File: config.mk
export PLATFORM = sky130hd
export DESIGN_NAME = uart_rx_port
export DESIGN_NICKNAME = d
export VERILOG_FILES = /design/src/rtl/uart_pkg.sv /design/src/rtl/rx_sync.sv /design/src/rtl/uart_rx_port.sv
export SDC_FILE = /design/constraint.sdc
export NUM_CORES = 1
export LEC_CHECK = 0
export CORE_ASPECT_RATIO = 1.25
export CORE_MARGIN = 2
export CORE_UTILIZATION = 35
export DETAILED_ROUTE_END_ITERATION = 10
export GPL_TIMING_DRIVEN = 1
export MAX_ROUTING_LAYER = met4
export PLACE_DENSITY = 0.57
export SKIP_CTS_REPAIR_TIMING = 1
export SYNTH_ARGS = -nofsm -noshare
export SYNTH_HDL_FRONTEND = slang
export SYNTH_SLANG_ARGS = --single-unit
File: constraint.sdc
create_clock -name i_clk -period 2.45 [get_ports i_clk]
set_clock_uncertainty 0.1 [all_clocks]
set_input_delay 0.735 -clock i_clk [delete_from_list [all_inputs] [get_ports i_clk]]
set_output_delay 0.735 -clock i_clk [all_outputs]
set_load 0.02 [all_outputs]
File: src/rtl/uart_pkg.sv
// Shared UART definitions: receiver state encoding, divisor limits and 8N1 frame shape.
// Used by both the receive and transmit sides.
package uart_pkg;

    localparam int DEF_DIV_WIDTH = 16;
    localparam int MIN_DIV       = 4;

    localparam int DATA_BITS  = 8;
    localparam int STOP_BITS  = 1;
    localparam int FRAME_BITS = 1 + DATA_BITS + STOP_BITS;

    typedef enum logic [1:0] {
        IDLE,
        START,
        DATA,
        STOP
    } rx_state_t;

endpackage

File: src/rtl/rx_sync.sv
// Two-flop synchroniser for an asynchronous single-bit input.
// RST_VAL sets the value both flops take while reset is asserted.
module rx_sync #(
    parameter logic RST_VAL = 1'b1
) (
    input  logic i_clk,
    input  logic i_rst,
    input  logic i_d,
    output logic o_q
);

    logic meta_q;

    // NOTE: sequential state uses non-blocking assignments so every flop samples pre-edge values.
    always_ff @(posedge i_clk or posedge i_rst) begin
        if (i_rst) begin
            meta_q <= RST_VAL;
            o_q    <= RST_VAL;
        end else begin
            meta_q <= i_d;
            o_q    <= meta_q;
        end
    end

endmodule

File: src/rtl/uart_rx_port.sv
// Single-channel 8N1 UART receiver with a one-byte holding register and read handshake.
// Framing errors pulse for one cycle; a byte dropped on a full holding register sets a sticky overrun flag.
module uart_rx_port #(
    parameter int DIV_WIDTH = uart_pkg::DEF_DIV_WIDTH,
    parameter int MIN_DIV   = uart_pkg::MIN_DIV
) (
    input  logic                 i_clk,
    input  logic                 i_rst,
    input  logic                 i_rx,
    input  logic [DIV_WIDTH-1:0] i_baud_div,
    input  logic                 i_read,
    output logic                 o_ready,
    output logic [7:0]           o_D,
    output logic                 o_frame_err,
    output logic                 o_overrun
);

    import uart_pkg::*;

    localparam logic [DIV_WIDTH-1:0] MIN_DIV_V = DIV_WIDTH'(MIN_DIV);
    localparam logic [2:0]           LAST_BIT  = 3'(DATA_BITS - 1);

    logic rx_s;

    rx_sync #(
        .RST_VAL(1'b1)
    ) u_rx_sync (
        .i_clk(i_clk),
        .i_rst(i_rst),
        .i_d  (i_rx),
        .o_q  (rx_s)
    );

    rx_state_t            state_q,   state_d;
    logic [DIV_WIDTH-1:0] cnt_q,     cnt_d;
    logic [DIV_WIDTH-1:0] div_q,     div_d;
    logic [2:0]           bit_idx_q, bit_idx_d;
    logic [7:0]           shift_q,   shift_d;
    logic [7:0]           data_q,    data_d;
    logic                 ready_q,   ready_d;
    logic                 ferr_q,    ferr_d;
    logic                 ovr_q,     ovr_d;
    logic                 rx_p_q,    rx_p_d;

    logic                 tick;
    logic [DIV_WIDTH-1:0] div_eff;

    assign tick    = (cnt_q == '0);
    assign div_eff = (i_baud_div < MIN_DIV_V) ? MIN_DIV_V : i_baud_div;

    always_comb begin
        // NOTE: every variable gets a default before the case so no path leaves one unassigned (no latches).
        state_d   = state_q;
        cnt_d     = cnt_q;
        div_d     = div_q;
        bit_idx_d = bit_idx_q;
        shift_d   = shift_q;
        data_d    = data_q;
        ready_d   = ready_q;
        ferr_d    = 1'b0;
        ovr_d     = ovr_q;
        rx_p_d    = rx_s;

        if (i_read && ready_q) begin
            ready_d = 1'b0;
        end

        case (state_q)
            IDLE: begin
                // Only a true falling edge starts a frame; a line held low cannot retrigger.
                if (rx_p_q && !rx_s) begin
                    div_d   = div_eff;
                    cnt_d   = div_eff >> 1;
                    state_d = START;
                end
            end

            START: begin
                if (tick) begin
                    if (rx_s) begin
                        state_d = IDLE;
                    end else begin
                        cnt_d     = div_q - 1'b1;
                        bit_idx_d = '0;
                        state_d   = DATA;
                    end
                end else begin
                    cnt_d = cnt_q - 1'b1;
                end
            end

            DATA: begin
                if (tick) begin
                    shift_d   = {rx_s, shift_q[7:1]};
                    cnt_d     = div_q - 1'b1;
                    bit_idx_d = bit_idx_q + 3'd1;
                    if (bit_idx_q == LAST_BIT) begin
                        state_d = STOP;
                    end
                end else begin
                    cnt_d = cnt_q - 1'b1;
                end
            end

            STOP: begin
                if (tick) begin
                    state_d = IDLE;
                    if (!rx_s) begin
                        ferr_d = 1'b1;
                    end else if (!ready_q || i_read) begin
                        // A same-cycle read frees the register, so the new byte replaces the old one.
                        data_d  = shift_q;
                        ready_d = 1'b1;
                    end else begin
                        ovr_d = 1'b1;
                    end
                end else begin
                    cnt_d = cnt_q - 1'b1;
                end
            end

            default: state_d = IDLE;
        endcase
    end

    always_ff @(posedge i_clk or posedge i_rst) begin
        if (i_rst) begin
            state_q   <= IDLE;
            cnt_q     <= '0;
            div_q     <= '0;
            bit_idx_q <= '0;
            shift_q   <= '0;
            data_q    <= '0;
            ready_q   <= 1'b0;
            ferr_q    <= 1'b0;
            ovr_q     <= 1'b0;
            rx_p_q    <= 1'b1;
        end else begin
            state_q   <= state_d;
            cnt_q     <= cnt_d;
            div_q     <= div_d;
            bit_idx_q <= bit_idx_d;
            shift_q   <= shift_d;
            data_q    <= data_d;
            ready_q   <= ready_d;
            ferr_q    <= ferr_d;
            ovr_q     <= ovr_d;
            rx_p_q    <= rx_p_d;
        end
    end

    assign o_ready     = ready_q;
    assign o_D         = data_q;
    assign o_frame_err = ferr_q;
    assign o_overrun   = ovr_q;

endmodule

# Yosys cells after proc, flatten, opt, wreduce, memory -nomap -nowiden
# Index checks and enable logic that the tools add are counted.
word_totals:
  ff_bits: 59
  latch_bits: 0
  ramBits: 0
  rom_bits: 0
  output_inout_bits: 11
  wordCells: 70
  n_memories: 0
op_classes:
  add_sub_neg: 3
  mul: 0
  n_div: 0
  magnitude_cmp: 1
  n_eq_ne: 12
  n_shift: 0
  n_mux: 26
  bitwise_logic: 1
  n_reduce_logical: 15
ops:
  columns: ["cell", "n"]
  rows:
  - ["$mux 16", 6]
  - ["$pmux 16 s4", 1]
  - ["$sub 16x1->16 const B", 2]
  - ["$logic_not 16->1", 1]
  - ["$lt 16x3->1 const B", 1]
  - ["$ne 2x2->1 const B", 7]
  - ["$mux 2", 6]
  - ["$reduce_and 4->1", 3]
  - ["$mux 3", 3]
  - ["$mux 1", 8]
  - ["$pmux 2 s4", 1]
  - ["$pmux 3 s2", 1]
  - ["$reduce_and 5->1", 1]
  - ["$eq 2x2->1 const B", 2]
  - ["$reduce_and 2->1", 2]
  - ["$add 3x1->3 const B", 1]
  - ["$eq 3x3->1 const B", 1]
  - ["$ne 3x3->1 const B", 1]
  - ["$reduce_and 3->1", 1]
  - ["$eq 2x1->1 const B", 1]
  - ["$logic_and 1x1->1", 2]
  - ["$logic_not 1->1", 2]
  - ["$logic_not 2->1", 1]
  - ["$reduce_bool 2->1", 1]
  - ["2 further kinds", 2]

# Depth between registers and ports, before layout
# Gate-level depths: netlist (run 1).
depth:
  word_depth: 6
  depth_mapped: 10
  ltp_nobuf: 8

# Cells and area by module
# Synthesis (run 1) repeated with hierarchy kept, for this count alone.
hier_totals:
  hier_cells: 330
  area_unflattened_um2: 3385.7
modules_own_cells:
  columns: ["mod", "instances", "cells_per_inst", "area_per_inst_um2", "seq_area_each_um2"]
  rows:
  - ["uart_rx_port", 1, 327, 3329.4, 1427.6]
  - ["rx_sync", 1, 3, 56.3, 52.6]

# Worst setup path before layout (run 1)
# OpenSTA, ideal clock, no wires.
synth_path:
  kind: "input-to-reg"
  from: "input port i_baud_div[4]"
  to: "register cnt_q[0]"
  setup_time_ns: 0.121
  t_arrival_ns: 1.991
  required_ns: 2.229
  path_slack_ns: 0.238
  path_stages: 5
  path_buffers: 0
  cell_sequence: "or4_1 -> nor4_1 -> nand2b_1 -> a21oi_1 -> a22o_1"
synth_between:
  elab_chain_cells: 4
synth_lines:
  columns: ["element", "line", "text"]
  rows:
  - ["start, declared", "uart_rx_port.sv:10", "input logic [DIV_WIDTH-1:0] i_baud_div,"]
  - ["$lt 16x3->1", "uart_rx_port.sv:49", "assign div_eff = (i_baud_div < MIN_DIV_V) ? MIN_DIV_V : i_baud_div;"]
  - ["$mux 16", "uart_rx_port.sv:49", null]
  - ["$mux 16", "uart_rx_port.sv:71", "if (rx_p_q && !rx_s) begin"]
  - ["$pmux 16 s4", "uart_rx_port.sv:68", "case (state_q)"]
  - ["end signal, assigned", "uart_rx_port.sv:140", "cnt_q <= cnt_d;"]
  - ["end, declared", "uart_rx_port.sv:35", "logic [DIV_WIDTH-1:0] cnt_q, cnt_d;"]
# No other way between the ends. The select of a mux whose other input is x is not followed.
# A chain may end at the register's enable or synchronous reset.

# Worst setup path after layout (run 1)
layout_path:
  from: "input port i_baud_div[13]"
  to: "register cnt_q[0]"
# Same word-level chain as after synthesis.

==> results of run 1 <==
==> per-layer routing <==
metal / vias to the layer above / wire length, µm
met5: - / 0
met4: 0 / 183
met3: 15 / 373
met2: 62 / 4100
met1: 1318 / 3610
li1: 1340 / -
==> placed cells by master (no fill, tap or decap), types with 4 or more instances in the layout <==
cell	netlist	final
a21oi_1	16	16
a22o_1	4	4
a31oi_1	5	5
buf_4	1	36
clkbuf_16	0	9
clkdlybuf4s50_1	0	30
dfrtp_1	56	56
ha_1	10	10
inv_1	15	14
mux2_2	27	27
mux2i_1	4	4
nand2_1	30	30
nand3_1	7	7
nand4_1	6	6
nor2_1	20	20
nor3_1	11	11
nor3b_1	4	4
nor4_1	6	5
nor4_2	4	5
o21ai_0	16	16
o21ai_1	9	9
o221ai_1	5	5
xnor2_1	11	11
xor2_1	12	12
==> path summary, 6_finish.rpt <==
path	endpoint	slack (ns)	depth (start not counted)
hold / removal	u_rx_sync.o_q	0.25	0
setup / recovery	cnt_q[0]	0.11	9
max in group asynchronous	u_rx_sync.o_q	1.26	3
setup reg to reg	cnt_q[9]	0.20	8
hold reg to reg	u_rx_sync.o_q	0.25	0
min in group asynchronous	cnt_q[4]	0.68	3
==> critical path: stages <==
cell and delay [ns]:
clkdlybuf4s50_1 0.43, nor4_2 0.34, buf_4 0.16, nand2_1 0.06
nor4_1 0.19, buf_4 0.16, nand2b_1 0.11, a21oi_1 0.07
a22o_1 0.20
==> registers in the layout (all words and copies together), names as in the netlist, 3 cells and up, named ones only <==
name,flops
shift_q,8
div_q,16
cnt_q,16
bit_idx_q,3
o_D,8
==> per-stage QoR <==
stage | instances | hold WS, ns | total power [µW] | utilization | instance area [µm²]
after global routing | 525 | 0.262 | 5570 | 0.475 | 4380
after global placement | 509 | 0.249 | 3720 | 0.437 | 4030
after CTS | 525 | 0.257 | 5200 | 0.473 | 4360
after detailed placement | 509 | 0.249 | 3770 | 0.437 | 4030
after floorplan | 333 | 0.245 | 3050 | - | 3340
final | 525 | 0.255 | 5190 | 0.475 | 4380
==> cell families (layout without fill, tap and decap cells) <==
| kind of cell | after synthesis | count (layout) | synth area share |
|---|---|---|---|
| AO/OA/AOI/OAI | 76 | 76 | 0.146 |
| XOR/XNOR | 23 | 23 | 0.0603 |
| adder cells (fa/ha/maj) | 10 | 10 | 0.0375 |
| buffers and inverters | 29 | 98 | 0.0356 |
| flip-flops | 59 | 59 | 0.443 |
| multiplexers | 31 | 31 | 0.103 |
| AND/OR/NAND/NOR | 105 | 105 | 0.175 |
==> cell type report <==
class                   instances  area [µm²]
well taps                     123         154
clock inverters                 5        85.1
multi-input cells             245        1760
fillers                       844        4840
clock buffers                  11         253
flip-flops and latches         59        1480
repair buffers                 67         591
inverters                      15        56.3
==> power by group <==
part	switching, µW	leakage [µW]	total [µW]	internal [µW]
Sequential	344	0.000752	1600	1260
Clock	467	0.000162	1410	948
Combinational	1170	0.000955	2180	1000
==> out/qor.txt, run 1 <==
Outcome: finished, final reports clean
Max-slew violation count: 0
Nets: 427
Top cells by count, synth: 56 x dfrtp_1, 30 x nand2_1, 27 x mux2_2
Max Cap Violations: 0
Syn_nets: 363
Vias after detailed routing: 2,735
Hold_sp: u_rx_sync.meta_q
Worst setup margin: 0.113 ns
DR vias/cell: 5.21
Fraction of registers with async set/reset: 1.00
Post-synth top area share: 0.419
CP required: 2.57 ns
Post-Place Setup Slack: -0.321 ns
Most numerous cell in the Yosys netlist: dfrtp_1
Post-Synthesis Cells: 333
Post-route ant nets: 0
Syn-to-layout area delta: 31.2%
Syn Area/Cell: 10.0 µm²
Crit Path Max Fanout: 3
Rows: 39
Tightest Hold Check Type: flop to flop
Ant. Diodes: 0
I/O pin cnt: 31
Initial core utilization: 0.362
Synth cell types: 53
Vias in the first global route: 2,779
Routed length per placed instance: 15.7 µm
Hold Vio Cnt, Final: 0
Full die area: 10,300 µm²
Met3 Track Usage GR: 0.0386
Synth Cell Area: 3340 µm²
Worst Tran Pin Value: 0.629 ns
Worst-Skew Late Latency: 0.33 ns
First-pass GRT wire length: 14.1 mm
H-Tree Depth: 3
Post-DP HPWL: 6.05 mm
DR pass1 iterations: 5
Tmin final: 2.34 ns
Largest net degree at the start of global routing: 60
Final Setup Violations: 0
Most area-hungry cell type in the Yosys netlist: dfrtp_1
Worst r2r src: cnt_q[0]
Ys flop type: dfrtp_1
WS Path Type: primary input to flop
Slew Limit Headroom: 0.577
Crit path from: i_baud_div[13]
Drt drc: 0
RSZ-0062 raised after global routing: false
Initial detailed-routing violation count: 169
CTS sink cnt: 59
Routed wire length: 8.26 mm
Reg clk slew, reported paths: 0.05 ns
Most used routing layer: met2
Global-route usage over all layers: 0.180
Met1 track demand over resource: 0.221
Setup TNS: 0 ns
Pwr dens: 1190 nW/µm²
# port buffers: 30
Clock root cell: clkbuf_16
CORE AREA: 9220 µm²
Share of layout cells above drive strength 1: 0.251
Total gr overflow: 0
Synth warnings: 0
Critical path startpoint category: primary input
Longest Clk Path Bufs: 2
Post-synth EDFFs: 0
CTS tree: built
GR Layer Usage met2: 0.288
Top cells by area, synth: dfrtp_1 42%, mux2_2 9.1%, ha_1 3.7%
Leakage: 0.00187 µW
Seq/Total Area, Yosys: 0.443
Final period utilization: 0.954
Fmax: 428 MHz
WP data arrival: 2.46 ns
TritonCTS Buffers: 9
Die width: 91.4 µm
Critical path endpoint category: flop
Chip Height: 113 µm
Peak supply drop: 0.574 mV
Antenna violations before repair: 0
Final GP Congestion: 0.885
Post-synthesis register bit count: 59
(Power assumes the default switching activity.)
==> inputs of run 2 (changes only) <==
Settings changed: CORE_UTILIZATION 35 to 50, PLACE_DENSITY 0.57 to 0.75, RECOVER_POWER set to 100.
Clock period 2.45 ns to 2.5 ns, I/O delays scaled along.
==> out/qor.txt, run 2 (synthesis results as in run 1) <==
Area of the multi-input gates: 1750 µm² (-0.64%)
Worst-Skew Late Latency: 0.36 ns (+0.03 ns)
Final period utilization: 0.956
Global-route usage over all layers: 0.240 (+0.0601)
Ant. Diodes: 0 (unchanged)
Inst Count DP: 466 (-8.4%)
WS Path Type: flop to flop
Outcome: finished, final reports clean
Vias after detailed routing: 2,770 (+1.3%)
Hold Vio Cnt, Final: 0 (unchanged)
Worst Tran Pin Value: 1.30 ns (+0.671 ns)
Total gr overflow: 0 (unchanged)
Pwr dens: 1100 nW/µm² (-7.6%)
Post-DP HPWL: 5.68 mm (-6.2%)
Nets: 420 (-1.6%)
Commonest non-fill, non-tap cell in the layout: dfrtp_1
CP max-delay cell: nor4_2
Top flop regs: cnt_q (16), div_q (16)
Syn-to-layout area delta: 23.4%
Share of layout cells above drive strength 1: 0.223 (-0.0285)
DR vias/cell: 5.75 (+10%)
Antenna violations before repair: 0 (unchanged)
Worst setup margin: 0.111 ns (-0.00143 ns)
Clock root cell: clkbuf_8
CTS tree: built
Critical path endpoint category: flop
I/O pin cnt: 31 (unchanged)
TritonCTS Buffers: 9 (unchanged)
WP data arrival: 2.52 ns (+0.06 ns)
Reg clk slew, reported paths: 0.07 ns (+0.02 ns)
Leakage: 0.00178 µW (-4.6%)
Crit-path max cell delay: 0.50 ns (+0.07 ns)
FF+latch area: 1480 µm² (unchanged)
CTS sink cnt: 59 (unchanged)
Final Cell Area: 4120 µm² (-5.9%)
# port buffers: 30 (unchanged)
RSZ-0062 raised after global routing: false
Peak supply drop: 0.522 mV (-9.0%)
Post-Place Setup Slack: -0.177 ns (+0.144 ns)
WHS: 0.264 ns (+0.00944 ns)
Leading cell types in the layout, fill and taps excluded: 56 x dfrtp_1, 30 x nand2_1, 27 x mux2_2, 25 x buf_4, 21 x o21ai_0
Routed wire length: 7.90 mm (-4.5%)
Longest Clk Path Bufs: 2 (unchanged)
Tmin final: 2.39 ns
FILL cells: 589 (-30%)
Full die area: 7360 µm² (-29%)
Chip Height: 95.4 µm (-16%)
DP Area: 3940 µm² (-2.1%)
CP required: 2.64 ns (+0.07 ns)
Max-slew violation count: 0 (unchanged)
DR pass1 iterations: 4 (-1)
Crit Path Max Fanout: 8 (+5)
Max Cap Violations: 0 (unchanged)
Largest net degree at the start of global routing: 60 (unchanged)
Slew Limit Headroom: 0.133 (-0.444)
Final Setup Violations: 0 (unchanged)
Setup TNS: 0 ns (unchanged)
First-pass GRT wire length: 13.0 mm (-7.9%)
Initial detailed-routing violation count: 166 (-1.8%)
Post-route ant nets: 0 (unchanged)
Critical-path cell list: nor4_2, and4_1, clkbuf_1, nand4_2, mux2_2
Rows: 33 (-15%)
Drt drc: 0 (unchanged)
Final GP Congestion: 0.911 (+3.0%)
Critical path startpoint category: flop
Fmax: 419 MHz
Initial core utilization: 0.512 (+0.150)
Fin cells: 482 (-8.2%)
H-Tree Depth: 3 (unchanged)
Routed length per placed instance: 16.4 µm (+4.1%)
Die width: 77.1 µm (-16%)
Vias in the first global route: 2,676 (-3.7%)
Tightest Hold Check Type: flop to flop
CORE AREA: 6520 µm² (-29%)
## run 2: cell count changes in the layout (fill, tap and decap cells not counted), sizes merged
cell | before | now
clkbuf | 11 | 12
clkdlybuf4s50 | 30 | 18
clkinvlp | 1 | 4
buf | 37 | 27
dlygate4sd3 | 0 | 12
bufinv | 2 | 1
## run 2: cell type report
class	count	share of cell area
Tap cell	87	0.0264
Clock buffer	9	0.0300
Sequential cell	59	0.359
Clock inverter	7	0.0188
Multi-Input combinational cell	245	0.425
Inverter	15	0.0137
Timing Repair Buffer	60	0.127
## run 2: worst paths after layout
check                            startpoint            end  slack [ns]  depth (start not counted)
max                                cnt_q[5]         o_D[2]        0.11                          5
min                        u_rx_sync.meta_q  u_rx_sync.o_q        0.26                          0
max reg2reg                        cnt_q[5]         o_D[2]        0.11                          5
min reg2reg                u_rx_sync.meta_q  u_rx_sync.o_q        0.26                          0
max in group asynchronous             i_rst       div_q[7]        0.46                          3
min in group asynchronous             i_rst       div_q[2]        1.03                          3
## run 2: per-layer routing
metal,global-route usage,wire length [µm]
met1,0.269,3230
met2,0.398,4050
met3,0.0559,309
met4,0.137,303
met5,-,0
## run 2: where the power goes
part | internal, µW | switching, µW
Clock | 464 | 418
Combinational | 936 | 1120
Sequential | 1230 | 345
Total | 2630 | 1890
## run 2: per-stage QoR
| stage | total power, µW | utilization |
|---|---|---|
| after CTS | 4540 | 0.635 |
| after global placement | 3560 | 0.604 |
| after global routing | 4850 | 0.632 |
| after detailed placement | 3630 | 0.604 |
| after floorplan | 2990 | - |
| final | 4520 | 0.632 |
## run 2: critical path: cells and delay by family (launching register included)
kind / cells / cell delay, ns
buf+inv: 1 / 0.23
simple gates: 3 / 1.14
flops: 1 / 0.43
mux: 1 / 0.37
